### config.mk
export PLATFORM = sky130hd
export DESIGN_NAME = fetch_pc_stage
export DESIGN_NICKNAME = d
export VERILOG_FILES = /design/src/rtl/fetch_pc_stage.sv
export SDC_FILE = /design/constraint.sdc
export NUM_CORES = 1
export LEC_CHECK = 0
export CAP_MARGIN = 20
export CORE_MARGIN = 2
export CORE_UTILIZATION = 25
export CTS_CLUSTER_DIAMETER = 100
export DETAILED_ROUTE_END_ITERATION = 7
export HOLD_SLACK_MARGIN = 0.08
export SETUP_SLACK_MARGIN = 0.15
export SLEW_MARGIN = 30
export SYNTH_ARGS = -nofsm -noshare
export SYNTH_HDL_FRONTEND = slang
export SYNTH_SLANG_ARGS = --single-unit
export TNS_END_PERCENT = 10
### constraint.sdc
create_clock -name clk -period 7.73 [get_ports clk]
set_clock_uncertainty 0.15 [all_clocks]
set_input_delay 1.546 -clock clk [delete_from_list [all_inputs] [get_ports clk]]
set_output_delay 1.546 -clock clk [all_outputs]
set_load 0.05 [all_outputs]
### src/rtl/fetch_pc_stage.sv
// Fetch stage front end: owns the program counter and the IF/ID pipeline latch,
// and keeps a saturating count of stall cycles for debug.
module fetch_pc_stage #(
  parameter int unsigned         ADDR_W    = 64,
  parameter int unsigned         INSTR_W   = 32,
  parameter logic [ADDR_W-1:0]   RESET_PC  = '0,
  parameter logic [INSTR_W-1:0]  NOP_INSTR = 32'hD503201F,
  parameter int unsigned         CNT_W     = 16
) (
  input  logic               clk,
  input  logic               reset,
  input  logic               stall,
  input  logic               redirect,
  input  logic [ADDR_W-1:0]  redirect_pc,
  input  logic               flush,
  input  logic [INSTR_W-1:0] imem_instr,
  output logic [ADDR_W-1:0]  imem_addr,
  output logic [ADDR_W-1:0]  ifid_pc,
  output logic [INSTR_W-1:0] ifid_instr,
  output logic               ifid_valid,
  output logic [CNT_W-1:0]   stall_count
);

  logic [ADDR_W-1:0] pc;
  logic [ADDR_W-1:0] pc_seq;
  logic              cnt_sat;

  assign pc_seq    = pc + ADDR_W'(4);
  assign cnt_sat   = &stall_count;
  assign imem_addr = pc;

  // Redirect beats stall so the wrong-path fetch is discarded even while the
  // hazard unit is holding; stall beats flush so a held instruction survives.
  always_ff @(posedge clk) begin
    if (reset) begin
      pc          <= RESET_PC;
      ifid_pc     <= '0;
      ifid_instr  <= NOP_INSTR;
      ifid_valid  <= 1'b0;
      stall_count <= '0;
    end else if (redirect) begin
      pc          <= redirect_pc;
      ifid_pc     <= '0;
      ifid_instr  <= NOP_INSTR;
      ifid_valid  <= 1'b0;
    end else if (stall) begin
      if (!cnt_sat) begin
        stall_count <= stall_count + CNT_W'(1);
      end
    end else if (flush) begin
      pc          <= pc_seq;
      ifid_pc     <= '0;
      ifid_instr  <= NOP_INSTR;
      ifid_valid  <= 1'b0;
    end else begin
      pc          <= pc_seq;
      ifid_pc     <= pc;
      ifid_instr  <= imem_instr;
      ifid_valid  <= 1'b1;
    end
  end

endmodule

# After elaboration in Yosys (flattened, before gate mapping)
# Index checks and enable logic that the tools add are counted.
op_classes:
  eq_ne: 1
  bitwise_logic: 2
  addsub: 2
  reduce_logical: 3
  mux: 5
ops:
  columns: ["operator", "count"]
  rows:
  - ["$mux 64", 3]
  - ["$add 64x3->64 const B", 1]
  - ["$mux 32", 1]
  - ["$add 16x1->16 const B", 1]
  - ["$reduce_and 16->1", 1]
  - ["$reduce_and 3->1", 1]
  - ["$ne 2x1->1 const B", 1]
  - ["$not 1->1", 2]
  - ["$reduce_or 2->1", 1]
  - ["$mux 1", 1]
totals:
  input_bits: 101
  output_inout_bits: 177
  elab_cells: 18
  regBits: 177

# Logic depth before layout (Yosys ltp)
logic_depth:
  ltp_word: 3
  ltp_mapped: 8
  ltp_nobuf: 6

# Worst setup path after synthesis
# OpenSTA, ideal clock, no wires.
synth_timing:
  path_kind: "input-to-reg"
  start: "input stall"
  end: "register pc[50], in the netlist imem_addr[50]"
  stages: 5
  n_path_buf: 0
  arrival_time_ns: 3.197
  path_slack_ns: 4.305
  setup_ns: 0.078
  path_cell_list: "nand3b_1 or4_1 nor4_1 mux2_2 nor3_1"
synth_between:
  elab_chain_cells: 1
synth_rtl:
  columns: ["element", "line_no", "source"]
  rows:
  - ["start, declared", "12", "input logic stall,"]
  - ["$ne 2x1->1 (no line)", null, null]
  - ["end signal, assigned", "42", "pc <= redirect_pc;"]
  - ["end signal, assigned", "51", "pc <= pc_seq;"]
  - ["end signal, assigned", "56", "pc <= pc_seq;"]
  - ["end, declared", "24", "logic [ADDR_W-1:0] pc;"]
# Every way passes these cells.
# A chain may end at the register's enable or synchronous reset.

# Final worst setup path
layout_timing:
  start: "register pc[21], in the netlist imem_addr[21]"
  end: "output imem_addr[21]"
layout_lines:
  columns: ["element", "line_no", "source"]
  rows:
  - ["end, declared", "17", "output logic [ADDR_W-1:0] imem_addr,"]
# No word-level cell between the ends.

==> impl_metrics.ini <==
[critical_path]
crit_path_cell_trace = clkdlybuf4s50_1
critical_path.top_delay_family = buffers and inverters
start_kind = flip-flop
end_kind = output pin
required_ps = 6030
ff2ff_path_depth = 6
reg2reg_to = imem_addr[50]
critPathKind = reg2out
critPathMaxStageDelay_ps = 920
r2r-start = imem_addr[2]
path_max_fanout = 14
r2r_slack_ps = 4740
arrival_ps = 2070
cp_num_buf_inv = 1
slowest_stage = clkdlybuf4s50_1

[cells_and_area]
layout.cells.most_common_list = clkdlybuf4s50_1, dfxtp_1, nor2_1, a21oi_1, nor3b_1
drive_gt1_frac = 0.0461
fin_nets = 1327
finalNonFillerCells = 1685
final_common_cell = clkdlybuf4s50_1
fin_util = 0.368
n_fill_cell = 3413
area_growth_pct = 44.7

[floorplan]
die_y_um = 186
die_area_sq_um = 34600
chipWidth_um = 186
placementRows = 66
initial_core_util = 0.254
coreArea_sq_um = 32500
pin_count = 278

[sta]
setup_tns_ps = 0
setup_viol = 0
hold_viol_final = 0
tightest_slew_ps = 855
fmax_ghz = 0.265
period_minus_slack_ps = 3770
rsz0062_at_grt = no
finalCritPeriodShare = 0.487
slew_violations = 0
slew-limit-headroom = 0.428
fin_ws_ps = 3960

[yosys]
synth-edff-count = 0
ys_warn_count = 0
seq_area_frac_synth = 0.428
synth_area_leaders = dfxtp_1, nor2_1, nor3b_1
synthCells = 1005
synth_top_cell_area_share = 0.428
synth_async_sr_flop_share = 0
ys.flop_type = dfxtp_1
synth.cell_area_sq_um = 8270
synth-seq-cells = 177
syn_avg_cell_area_sq_um = 8.23
ys_types = 54
yosysTopAreaCell = dfxtp_1
synth_fp_nets = 1108

[global_route]
antenna_found_initial = 6
grt_pass1_vias = 7959
grt_max_degree = 88
gr-total-overflow = 0
grt_use_total = 0.174
grt_pass1_wl_mm = 46.3

[drt]
ant_nets = 0
first_iter_violations = 508
first_pass_iters = 4
drc_errors = 0
via_per_inst = 5.02
drt-wirelength-per-cell_um = 18.1
drt-total-wl_mm = 30.6
dr_total_vias = 8455

[power]
power_density_nw_per_um2 = 193
irDropWorstVdd_v = 0.000148
p_total_mw = 2.31
leakage_nw = 3.90

[clock_tree]
cts_buffer_depth = 2
ctsHoldBuffers = 0
cts_resized = 0
post_cts_buffers = 0
clock-root-buffer = clkbuf_16
h-tree-depth = 4
cts_sinks = 177
clk_latency_ps = 440
cts_tree = built
cts_buffers = 17
clkTransAtPathRegs_ps = 70

[placement]
hpwl_mm = 21.6
dp_cells = 1647
pre_cts_slack_ps = 3660
gp_congestion = 0.841
io_buffers = 277

[run_status]
status = complete, no violations

[hold_path]
hold_path_class = reg2reg
hold_end = ifid_valid
min_path_cells = 2
hp-start = ifid_valid

[job]
maxCapViolCount = 0
layer usage:
| layer | wire, um | track usage | vias up |
|---|---|---|---|
| met5 | 9 | 0 | - |
| met2 | 14300 | 0.277 | 270 |
| li1 | - | - | 4094 |
| met1 | 13500 | 0.225 | 4051 |
| met3 | 2260 | 0.0503 | 38 |
| met4 | 556 | 0.0598 | 2 |
cell usage after synthesis (all sizes together), types with 3 or more instances:
master	count
o22ai	13
and2	5
nor4	29
nand3	23
nand2	67
a211oi	28
xor2	23
nand4	43
nor2b	5
and4	15
clkbuf	65
buf	18
o31a	3
xnor2	23
a21oi	85
o211ai	9
inv	8
a2111oi	3
or3	15
nor3	19
o21ai	13
nor3b	68
dfxtp	177
nor2	154
a22oi	19
a311oi	5
mux2	3
mux2i	11
or4	13
and3	16
state kept, by name, summed over array words and instances (netlist names):
name,cells
imem_addr,64
ifid_valid,1
ifid_pc,64
ifid_instr,32
stall_count,16
power breakdown:
group	switching [mW]	total (mW)	internal [mW]
combinational	0.216	0.357	0.141
sequential	0.0544	0.997	0.942
clock	0.413	0.957	0.543
cell families after synthesis:
kind of cell,after synthesis,synth area share
compound gates,190,0.144
buf+inv,92,0.0431
fa+ha+maj,2,0.00302
mux,14,0.0174
xor+xnor,46,0.0487
simple gates,484,0.316
flops,177,0.428
area by class of cell:
type	instances	area, sq um	share of cell area
multi-input combinational	736	4380	0.366
sequential	177	3540	0.296
clock inverter	12	169	0.0141
tap	442	553	0.0462
clock buffer	20	467	0.0390
antenna	6	15.0	0.00125
timing repair buffer	283	2810	0.235
inverter	9	33.8	0.00282
per-stage QoR:
| step | hold WS (ps) | cell area (sq um) |
|---|---|---|
| after CTS | 321 | 12000 |
| final | 317 | 12000 |
| after global placement | 304 | 11300 |
| after detailed placement | 310 | 11300 |
| after floorplan | 540 | 8270 |
| after global routing | 345 | 12000 |
how the worst max path moves through the flow:
stage                   from       endpoint  slack [ps]  cells after the start
3_5_place_dp           stall  imem_addr[50]        3660                      6
4_1_cts        imem_addr[21]  imem_addr[21]        3930                      1
6_report       imem_addr[21]  imem_addr[21]        3960                      1
5_1_grt        imem_addr[21]  imem_addr[21]        3870                      1
2_1_floorplan          stall  imem_addr[50]        4300                      5
3_3_place_gp           stall  imem_addr[50]        3690                      6
Power figures use the tool's default switching activity.
